## config.mk

```make
export PLATFORM = sky130hd
export DESIGN_NAME = frame_timeout_timer
export DESIGN_NICKNAME = d
export VERILOG_FILES = /design/src/rtl/stream_frame_pkg.sv /design/src/rtl/frame_timeout_timer.sv
export SDC_FILE = /design/constraint.sdc
export NUM_CORES = 1
export LEC_CHECK = 0
export CAP_MARGIN = 20
export CORE_AREA = 3 3 40 42
export CTS_CLUSTER_DIAMETER = 30
export CTS_CLUSTER_SIZE = 30
export DETAILED_ROUTE_END_ITERATION = 16
export DIE_AREA = 0 0 43 45
export PLACE_DENSITY = 0.47
export SETUP_SLACK_MARGIN = 0.4
export SLEW_MARGIN = 20
export SYNTH_ARGS = -nofsm -noshare
export SYNTH_HDL_FRONTEND = slang
export SYNTH_SLANG_ARGS = --single-unit
```

## constraint.sdc

```tcl
create_clock -name clk -period 2.5 [get_ports clk]
set_input_delay 0.625 -clock clk [delete_from_list [all_inputs] [get_ports clk]]
set_output_delay 0.625 -clock clk [all_outputs]
set_load 0.02 [all_outputs]
```

## src/rtl/stream_frame_pkg.sv

```systemverilog
// Shared types and defaults for the stream frame checker and its helpers.
// Frame format on the wire: SYNC, LEN, LEN payload bytes, CSUM (8-bit sum of LEN and payload).
package stream_frame_pkg;

  typedef enum logic [1:0] {
    ST_IDLE    = 2'd0,
    ST_LEN     = 2'd1,
    ST_PAYLOAD = 2'd2,
    ST_CSUM    = 2'd3
  } state_t;

  localparam logic [7:0] SYNC_BYTE_DEFAULT = 8'hA5;
  localparam int         MAX_LEN_DEFAULT   = 16;
  localparam int         TIMEOUT_DEFAULT   = 32;

  function automatic logic [7:0] csum_add(input logic [7:0] acc, input logic [7:0] b);
    return acc + b;
  endfunction

  function automatic logic len_legal(input logic [7:0] len, input int max_len);
    return (len != 8'd0) && ({24'd0, len} <= max_len);
  endfunction

endpackage

```

## src/rtl/frame_timeout_timer.sv

```systemverilog
// Counts consecutive idle cycles while a frame is open; flags the cycle in
// which the TIMEOUT-th idle cycle is seen so the FSM can abort on that edge.
module frame_timeout_timer
  import stream_frame_pkg::*;
#(
  parameter int TIMEOUT = TIMEOUT_DEFAULT
) (
  input  logic clk,
  input  logic rst_n,
  input  logic enable,
  input  logic clear,
  output logic expired
);

  localparam int CNT_W = $clog2(TIMEOUT + 1);

  logic [CNT_W-1:0] count_q;
  logic [CNT_W-1:0] count_d;

  always_comb begin
    // NOTE: assign every comb output a default first so no path leaves it unassigned (no latch).
    count_d = count_q;
    if (clear) begin
      count_d = '0;
    end else if (enable && (count_q != CNT_W'(TIMEOUT))) begin
      count_d = count_q + CNT_W'(1);
    end
  end

  assign expired = enable && !clear && (count_q == CNT_W'(TIMEOUT - 1));

  // NOTE: sequential state uses non-blocking assignments so all flops update together.
  always_ff @(posedge clk or negedge rst_n) begin
    if (!rst_n) begin
      count_q <= '0;
    end else begin
      count_q <= count_d;
    end
  end

endmodule

```

== Word-level counts from Yosys, hierarchy flattened ==
Index checks and enable logic that the tools add are counted.
Widths: inputs -> output; s select.
Storage, ports and cells
  register bits after elaboration: 6
  input bits: 4
  output and inout port bits: 1
  logic and storage cells: 11
Operators by class
  add/subtract/negate cells: 1
  equal/unequal tests: 2
  multiplexer cells: 2
  reductions and logical operators: 5
Operator list (count)
  $mux 6: 2
  $add 6x1->6 const B: 1
  $eq 6x5->1 const B: 1
  $ne 6x6->1 const B: 1
  $logic_and 1x1->1: 3
  $reduce_bool 2->1: 1
  $logic_not 1->1: 1

== Depth between registers and ports, before layout ==
Gate-level depths: netlist of the first run.
  depth after elaboration: 4
  gate-level depth with buffers: 5
  mapped depth without buffers: 5

== Worst setup path after synthesis of the first run ==
OpenSTA, ideal clock, no wires.
  path type: input to output
  start: input clear
  end: output expired
  arrival time: 1.508 ns
  data required time: 1.875 ns
  path slack: 0.367 ns
  stages: 2
  path buffers: 1
  path through: buf_2 nor4_1
Between the ends
  word-level cells in the longest chain between the ends: 3
RTL lines
  from (decl): RTL line frame_timeout_timer.sv:11  | input logic clear,
  $logic_not 1->1: RTL line frame_timeout_timer.sv:30  | assign expired = enable && !clear && (count_q == CNT_W'(TIMEOUT - 1));
  $logic_and 1x1->1 (2 in series): RTL line frame_timeout_timer.sv:30
  to (decl): RTL line frame_timeout_timer.sv:12  | output logic expired
No other way between the ends.

== Worst setup path in the final report of the first run ==
  start: register count_q[0]
  end: output expired
Between the ends
  word-level cells in the longest chain between the ends: 2
RTL lines
  from (decl): RTL line frame_timeout_timer.sv:17  | logic [CNT_W-1:0] count_q;
  from (signal assigned): RTL line frame_timeout_timer.sv:37  | count_q <= count_d;
  $eq 6x5->1: RTL line frame_timeout_timer.sv:30
  $logic_and 1x1->1: RTL line frame_timeout_timer.sv:30
No other way between the ends.

==> results by group, run 1 <==
Floorplan
  – Initial Utilization: 0.311
  – DIE HEIGHT: 45 µm
  – Rows: 13
  – Placeable Area: 1280 µm²
  – Die Area: 1940 µm²
  – I/O pins: 5
  – Die Width: 43 µm

Global routing
  – Initial antenna violation count: 0
  – First-pass GRT wire length: 1.44 mm
  – Number of global-route vias before repair: 321
  – Largest net degree at the start of global routing: 10
  – GRT Total Usage: 0.104
  – GRT overflow: 0

Timing
  – Hold Vio Cnt, Final: 0
  – Final period util: 0.819
  – Setup violators final: 0
  – Maximum clock frequency: 489 MHz
  – Worst-margin pin slew: 326 ps
  – Clk_skew: 7.99 ps
  – Fin crit period: 2050 ps
  – Max-slew headroom: 0.782
  – RSZ-0062 raised after global routing: no
  – Final Max Slew Viols: 0
  – Fin Hold WS: 597 ps
  – Final Worst Setup Slack: 453 ps

Route
  – WL met3: 44 µm
  – Top layer reached by signal wires: met4
  – Post-Route WL: 878 µm
  – Avg WL per Cell: 13.7 µm
  – Drt first pass iters: 4
  – Via count: 343
  – Met2 wire len: 391 µm
  – Met1 WL: 413 µm
  – DRC viols: 0
  – Antenna viol nets, final: 0
  – Initial DRC count: 10
  – Via/cell ratio: 5.36

Worst setup path
  – Kind of critical path: register to output port
  – CP Launch Type: register
  – Buf/Inv on CP: 1
  – Slowest cell on the critical path: dfrtp_1
  – CP arrival: 1420 ps
  – CP peak stage delay: 440 ps
  – CP max FO: 6
  – Crit path cell chain: ha_1, nand2_2, nor4_2, buf_4
  – Required time at the worst-slack endpoint: 1880 ps
  – R2R Setup Slk: 1020 ps
  – Crit. End Element: output port
  – Cell family with most CP delay: flip-flops

Placement
  – GP Congestion: 0.774
  – Port-buffer cells: 4
  – Placed cell count: 61
  – Hpwl dp: 660 µm
  – Placed cell areas: 472 µm²
  – Dpl ws: -135 ps

Synth
  – Flops & latches, synth: 6
  – Netlist cell types: 20
  – Post-synth top area share: 0.376
  – Mapped Cells: 42
  – Register area share after synthesis: 0.376
  – Synth Net Count: 48
  – Largest cells by area after synthesis: dfrtp_1, ha_1, nand4_1, nor4bb_4, nor3b_1
  – Synth Warn #: 0
  – Mapped cell area: 399 µm²
  – Mapped Avg Cell Area: 9.50 µm²
  – Post-synth top area cell: dfrtp_1

Run
  – MaxCap Viol Count: 0

CTS
  – H-tree level count: 1
  – Clock root cell: clkbuf_4
  – Clock sink total: 6
  – Post-CTS Setup Bufs: 0
  – Cts repair resizes: 9
  – Clk pin slew, worst setup/hold paths: 50 ps
  – Clk Latency, worst-skew pair: 250 ps
  – CTS tree: done
  – CTS Hold Bufs: 0
  – TritonCTS buffer count: 3
  – Buffer depth of the longest clock path: 2

Layout
  – Commonest cells after routing, fill and taps aside: dfrtp_1, inv_1, nand4_1, buf_4
  – Biggest register: count_q
  – Synth-to-Final Area Change: 23.2%
  – Biggest regs: count_q x6
  – Final std cells w/o fill: 64
  – Most common cell after layout, fill and taps aside: dfrtp_1
  – Post-route cell area: 492 µm²
  – Antenna fix cells: 0
  – Share of cells above drive strength 1: 0.224
  – Fin nets: 57
  – Flip-flop count of the largest register after layout: 6

Pwr
  – Lkg Pwr: 0.000189 µW
  – PwrDens: 458 nW/µm²
  – Overall Power: 225 µW
  – Peak VDD IR: 0.000179 V

Min path
  – Hold Path Class: register to register

Outcome
  – Status: finished clean
==> cell type report <==
cell class	count	area (µm²)
Clock buffer	3	22.5
Timing Repair Buffer	7	57.6
Sequential cell	6	150
Tap cell	15	18.8
Multi-Input combinational cell	29	228
Fill cell	134	793
Inverter	4	15.0
==> worst paths after layout <==
check                                start          to  depth (start not counted)
worst max-delay path            count_q[0]     expired                          4
worst min-delay path            count_q[5]  count_q[5]                          2
worst max register to register  count_q[0]  count_q[0]                          5
worst min register to register  count_q[5]  count_q[5]                          2
max in group asynchronous            rst_n  count_q[4]                          1
min in group asynchronous            rst_n  count_q[0]                          1
==> metal layers <==
layer | GRT usage | vias up
met4 | 0.0542 | 0
li1 | - | 167
met5 | 0 | -
met1 | 0.131 | 161
met3 | 0.0478 | 4
met2 | 0.150 | 11
==> through the flow <==
step	TNS (ps)	util
2_1_floorplan	0	-
3_3_place_gp	-94.4	0.367
3_5_place_dp	-135	0.367
4_1_cts	0	0.383
5_1_grt	0	0.383
6_report	0	0.383
==> synthesized netlist by cell type <==
cell type,instances
nand2_1,2
mux2i_1,1
o21ai_0,1
nor3b_1,3
dfrtp_1,6
buf_2,3
xor2_1,2
o311ai_1,1
nand4_1,4
nor4_1,1
nand3_2,1
nor2_1,2
nor4bb_4,1
o211ai_1,1
a21oi_1,2
ha_1,2
inv_1,4
nand3_1,2
a41oi_1,1
or3_1,2
==> worst min-delay path: cells and delay by family (launching register included) <==
family / cells / cell delay (ps)
compound gates: 2 / 150
flops: 1 / 400
==> cells by family (layout without fill, tap and decap cells) <==
kind of cell,Yosys count,count (layout),share of synthesized area
and+or+nand+nor,18,18,0.317
buffers and inverters,7,14,0.0752
AOI/OAI and AO/OA,6,6,0.100
DFF,6,6,0.376
adders and majority gates,2,2,0.0627
xor gates and xnor gates,2,2,0.0439
muxes,1,1,0.0251
==> report_power, final <==
| part | internal, µW | leakage (µW) | switching [µW] |
|---|---|---|---|
| registers | 100 | 0.0000824 | 5.01 |
| logic | 14.0 | 0.0000932 | 14.9 |
| clock network | 54.4 | 0.0000138 | 36.9 |
(Power assumes the default switching activity.)
==> run 2, diff against run 1 <==
Clock period 2.5 ns to 2.03 ns, I/O delays scaled along.
==> results by group, run 2 (same netlist as run 1, synthesis figures left out) <==
Outcome
  – Status: finished clean

Pwr
  – Overall Power: 285 µW (+27%)
  – Peak VDD IR: 0.000192 V (+7.2%)
  – Lkg Pwr: 0.000232 µW (+23%)
  – PwrDens: 501 nW/µm² (+9.4%)

Placement
  – Port-buffer cells: 4 (unchanged)
  – Placed cell count: 65 (+6.6%)
  – Hpwl dp: 735 µm (+11%)
  – GP Congestion: 0.859 (+11%)
  – Placed cell areas: 510 µm² (+8.2%)
  – Dpl ws: -370 ps (-234 ps)

Layout
  – Filler cells: 133 (-0.75%)
  – Fin nets: 64 (+12%)
  – Flip-flop count of the largest register after layout: 6 (unchanged)
  – Synth-to-Final Area Change: 42.6%
  – Share of cells above drive strength 1: 0.393 (+0.168)
  – Biggest register: count_q
  – Final std cells w/o fill: 71 (+11%)
  – Antenna fix cells: 0 (unchanged)
  – Area of the multi-input gates: 246 µm² (+8.2%)
  – Most common cell after layout, fill and taps aside: buf_4
  – Storage element area: 150 µm² (unchanged)
  – Post-route cell area: 569 µm² (+16%)
  – Commonest cells after routing, fill and taps aside: buf_4, dfrtp_1, nand4_1
  – Biggest regs: count_q x6

Worst setup path
  – CP arrival: 1150 ps (-270 ps)
  – Depth of the most critical reg-to-reg path: 8 (+3)
  – R2R Setup Slk: 450 ps (-570 ps)
  – Required time at the worst-slack endpoint: 1520 ps (-360 ps)
  – RR Endpoint: count_q[2]
  – Critical Path Sink: expired
  – CP Launch Type: register
  – Setup crit start: count_q[0]
  – Crit. End Element: output port
  – CP max FO: 2 (-4)
  – Reg-to-Reg Start: count_q[1]
  – Kind of critical path: register to output port

Route
  – Via count: 374 (+9.0%)
  – Avg WL per Cell: 12.9 µm (-6.1%)
  – DRC viols: 0 (unchanged)
  – Post-Route WL: 915 µm (+4.2%)
  – Antenna viol nets, final: 0 (unchanged)
  – Via/cell ratio: 5.27 (-1.7%)
  – Drt first pass iters: 4 (unchanged)
  – Initial DRC count: 7 (-3)

Timing
  – RSZ-0062 raised after global routing: yes
  – Final Max Slew Viols: 0 (unchanged)
  – Clk_skew: 6.89 ps (-1.10 ps)
  – Setup TNS Final: 0 ps (unchanged)
  – Fin crit period: 1660 ps
  – Worst-margin pin slew: 285 ps (-41.0 ps)
  – Hold Vio Cnt, Final: 0 (unchanged)
  – Maximum clock frequency: 603 MHz
  – Max-slew headroom: 0.807 (+0.0247)
  – Final Worst Setup Slack: 372 ps (-80.9 ps)
  – Setup violators final: 0 (unchanged)
  – Final period util: 0.817

Floorplan
  – Die Area: 1940 µm² (unchanged)
  – DIE HEIGHT: 45 µm (unchanged)
  – Initial Utilization: 0.311 (unchanged)
  – I/O pins: 5 (unchanged)
  – Rows: 13 (unchanged)
  – Die Width: 43 µm (unchanged)
  – Placeable Area: 1280 µm² (unchanged)

CTS
  – Clock sink total: 6 (unchanged)
  – Clk pin slew, worst setup/hold paths: 50 ps (about the same)
  – TritonCTS buffer count: 3 (unchanged)
  – Clock root cell: clkbuf_4
  – H-tree level count: 1 (unchanged)
  – Clk Latency, worst-skew pair: 240 ps (about the same)
  – CTS tree: done
  – Buffer depth of the longest clock path: 2 (unchanged)

Run
  – MaxCap Viol Count: 0 (unchanged)

Global routing
  – GRT Total Usage: 0.111 (+0.00668)
  – Grt peak-use layer: met2
  – Met2 Track Usage GR: 0.180 (+0.0299)
  – Met3 usage: 0.0279 (-0.0199)
  – GRT overflow: 0 (unchanged)
  – Number of global-route vias before repair: 361 (+12%)
  – Met1 Use GR: 0.131 (unchanged)
  – Largest net degree at the start of global routing: 10 (unchanged)
  – Initial antenna violation count: 0 (unchanged)
  – First-pass GRT wire length: 1.57 mm (+9.1%)

Min path
  – Hold Path Class: input port to asynchronous set/reset pin
run 2: cell types whose count changed in the layout (fill, tap and decap cells not counted):
| cell | change |
|---|---|
| nand2_2 | -1 |
| inv_2 | +1 |
| dlygate4sd2_1 | -1 |
| clkdlybuf4s15_2 | +1 |
| inv_1 | -1 |
| buf_4 | +6 |
| nand2_4 | +1 |
| nor4_4 | +1 |
| buf_6 | +1 |
| ha_2 | +2 |
| ha_1 | -2 |
| nor4_2 | -1 |
run 2: layer usage:
metal | part of all wire | wire length, µm | vias up
met3 | 0.032 | 29 | 0
met2 | 0.52 | 477 | 7
met4 | 0 | 0 | 0
li1 | - | - | 184
met5 | 0 | 0 | -
met1 | 0.45 | 408 | 183
run 2: what timing repair did:
| action | in CTS | in global routing |
|---|---|---|
| buffers inserted | 1 | 2 |
| resized for setup | 11 | 4 |
| endpoints found under the setup margin | 1 | 2 |
| pin swaps | 1 | 2 |
| hold buffers | 0 | 0 |
run 2: final cells by class:
type / count / area share
Sequential cell: 6 / 0.264
Tap cell: 15 / 0.0330
Inverter: 4 / 0.0264
Clock buffer: 3 / 0.0396
Timing Repair Buffer: 14 / 0.204
Multi-Input combinational cell: 29 / 0.433
run 2: report_power, final:
part	internal [µW]	switching, µW	leakage (µW)	total (µW)
Clock	66.9	43.2	0.0000138	110
Sequential	123	2.04	0.0000824	126
Combinational	25.0	24.8	0.000136	49.8
run 2: worst min-delay path by stage:
stage          cells after the start        from  slack, ps         end
2_1_floorplan                      0       rst_n        210  count_q[0]
3_3_place_gp                       2  count_q[5]        600  count_q[5]
3_5_place_dp                       2  count_q[5]        610  count_q[5]
4_1_cts                            1       rst_n        510  count_q[3]
5_1_grt                            1       rst_n        510  count_q[3]
6_report                           1       rst_n        500  count_q[3]
run 2: metrics by stage:
step	hold slack, ps	utilization
floorplan	212	-
global placement	599	0.397
detailed placement	612	0.397
finish	505	0.443
global route	511	0.443
CTS	514	0.423
run 2: critical path, cell delays in order, from the launching register on:
cell,delay [ps]
dfrtp_1,350
ha_2,210
nand2_4,60
nor4_4,120
buf_4,180
==> run 3, diff against run 2 <==
Settings changed: PLACE_DENSITY 0.47 to 0.49.
Clock period 2.03 ns to 1.4 ns, I/O delays scaled along.
==> results by group, run 3 (same netlist as run 1, synthesis figures left out) <==
Placement
  – Placed cell areas: 548 µm² (+7.4%)
  – Hpwl dp: 720 µm (-2.0%)
  – GP Congestion: 0.801 (-6.8%)
  – Port-buffer cells: 4 (unchanged)
  – Placed cell count: 70 (+7.7%)

Timing
  – Hold Vio Cnt, Final: 0 (unchanged)
  – Worst-margin pin slew: 284 ps (-1.31 ps)
  – Final Worst Setup Slack: -118 ps (-490 ps)
  – Max-slew headroom: 0.810 (+0.00328)
  – Clk_skew: 8.28 ps (+1.39 ps)
  – Maximum clock frequency: 659 MHz
  – Final Max Slew Viols: 0 (unchanged)
  – Final period util: 1.08
  – Fin crit period: 1520 ps
  – RSZ-0062 raised after global routing: yes
  – Setup violators final: 3 (+3)

Route
  – Initial DRC count: 5 (-2)
  – Via/cell ratio: 4.95 (-6.0%)
  – Antenna viol nets, final: 0 (unchanged)
  – Post-Route WL: 1.02 mm (+12%)
  – Via count: 391 (+4.5%)
  – DRC viols: 0 (unchanged)
  – Avg WL per Cell: 13.0 µm (+0.58%)
  – Drt first pass iters: 3 (-1)

CTS
  – Clk Latency, worst-skew pair: 250 ps (about the same)
  – Clock sink total: 6 (unchanged)
  – TritonCTS buffer count: 3 (unchanged)
  – Clock root cell: clkbuf_4
  – CTS tree: done
  – Buffer depth of the longest clock path: 2 (unchanged)
  – Clk pin slew, worst setup/hold paths: 50 ps (about the same)
  – H-tree level count: 1 (unchanged)

Floorplan
  – Rows: 13 (unchanged)
  – DIE HEIGHT: 45 µm (unchanged)
  – Placeable Area: 1280 µm² (unchanged)
  – Die Width: 43 µm (unchanged)
  – Initial Utilization: 0.311 (unchanged)
  – Die Area: 1940 µm² (unchanged)
  – I/O pins: 5 (unchanged)

Pwr
  – Peak VDD IR: 0.000255 V (+33%)
  – Lkg Pwr: 0.000275 µW (+18%)
  – PwrDens: 673 nW/µm² (+34%)

Min path
  – Hold Path Class: input port to asynchronous set/reset pin

Worst setup path
  – CP Launch Type: register
  – CP max FO: 2 (unchanged)
  – Crit. End Element: output port
  – Kind of critical path: register to output port
  – Depth of the most critical reg-to-reg path: 6 (-2)
  – Required time at the worst-slack endpoint: 1050 ps (-470 ps)
  – Slowest cell on the critical path: dfrtp_1
  – CP arrival: 1170 ps (+20 ps)
  – CP peak stage delay: 410 ps (+60 ps)
  – Crit path cell chain: ha_4, nand2_4, nor4_4, buf_4

Layout
  – End-of-flow core utilization: 0.520 (+0.0769)
  – Synth-to-Final Area Change: 67.4%
  – Share of cells above drive strength 1: 0.500 (+0.107)
  – Final std cells w/o fill: 79 (+11%)
  – Post-route cell area: 668 µm² (+17%)
  – Biggest regs: count_q x6
  – Fin nets: 72 (+13%)
  – Most common cell after layout, fill and taps aside: buf_4
  – Biggest register: count_q
  – Flip-flop count of the largest register after layout: 6 (unchanged)
  – Antenna fix cells: 0 (unchanged)
  – Commonest cells after routing, fill and taps aside: buf_4, dfrtp_1, nand4_1, buf_6

Global routing
  – GRT Total Usage: 0.115 (+0.00344)
  – GRT overflow: 0 (unchanged)
  – Largest net degree at the start of global routing: 10 (unchanged)
  – Initial antenna violation count: 0 (unchanged)
  – First-pass GRT wire length: 1.63 mm (+3.5%)
  – Number of global-route vias before repair: 386 (+6.9%)

Outcome
  – Status: finished with violations
  – Failing checks: negative setup slack

Run
  – MaxCap Viol Count: 0 (unchanged)
## run 3: changes by cell type in the layout (fill, tap and decap cells not counted), sizes merged
cell / change
buf: +8
dlygate4sd2: +1
clkdlybuf4s15: -1
## run 3: per-stage QoR
stage          setup TNS, ps  setup WS, ps  hold WS [ps]  total power, µW
6_report                -204          -118           338              450
3_3_place_gp           -1410          -678           614              251
2_1_floorplan              0           104          54.4              222
5_1_grt                 -530          -191           376              464
4_1_cts                 -220          -119           348              423
3_5_place_dp           -1560          -687           619              253
## run 3: worst paths after layout
check                            from         end  slack, ps
hold / removal                  rst_n  count_q[3]        340
min in group clk                clear  count_q[2]        620
setup reg to reg           count_q[0]  count_q[0]        -60
setup / recovery           count_q[0]     expired       -120
max in group asynchronous       rst_n  count_q[4]        830
hold reg to reg            count_q[3]  count_q[3]        670
## run 3: metal layers
layer	GRT usage	up-vias	routed length, µm
li1	-	199	-
met3	0.00398	2	23
met1	0.141	183	461
met2	0.189	7	524
met5	0	-	0
met4	0.0904	0	14
## run 3: what timing repair did
item,4_1_cts,5_1_grt
hold buffers,0,0
gates cloned,0,0
endpoints found under the setup margin,7,7
pin swaps,4,7
endpoints found under the hold margin,0,0
resized for setup,11,10
buffers inserted,3,3
## run 3: final cells by class
class	count	area (µm²)
clock buffers	3	22.5
fillers	129	617
multi-input cells	29	274
well taps	15	18.8
repair buffers	22	185
flip-flops and latches	6	150
inverters	4	17.5
## run 3: worst max-delay path, delay by kind of cell, from the launching register on
kind,cells,cell delay (ps)
simple gates,2,160
fa+ha+maj,1,170
flops,1,410
buf+inv,1,180
## run 3: report_power, final
part | internal (µW) | switching, µW | total [µW] | leakage, µW
logic | 51.5 | 42.8 | 94.3 | 0.000179
registers | 179 | 6.30 | 185 | 0.0000824
clock network | 97.7 | 72.5 | 170 | 0.0000138
total | 328 | 122 | 450 | 0.000275
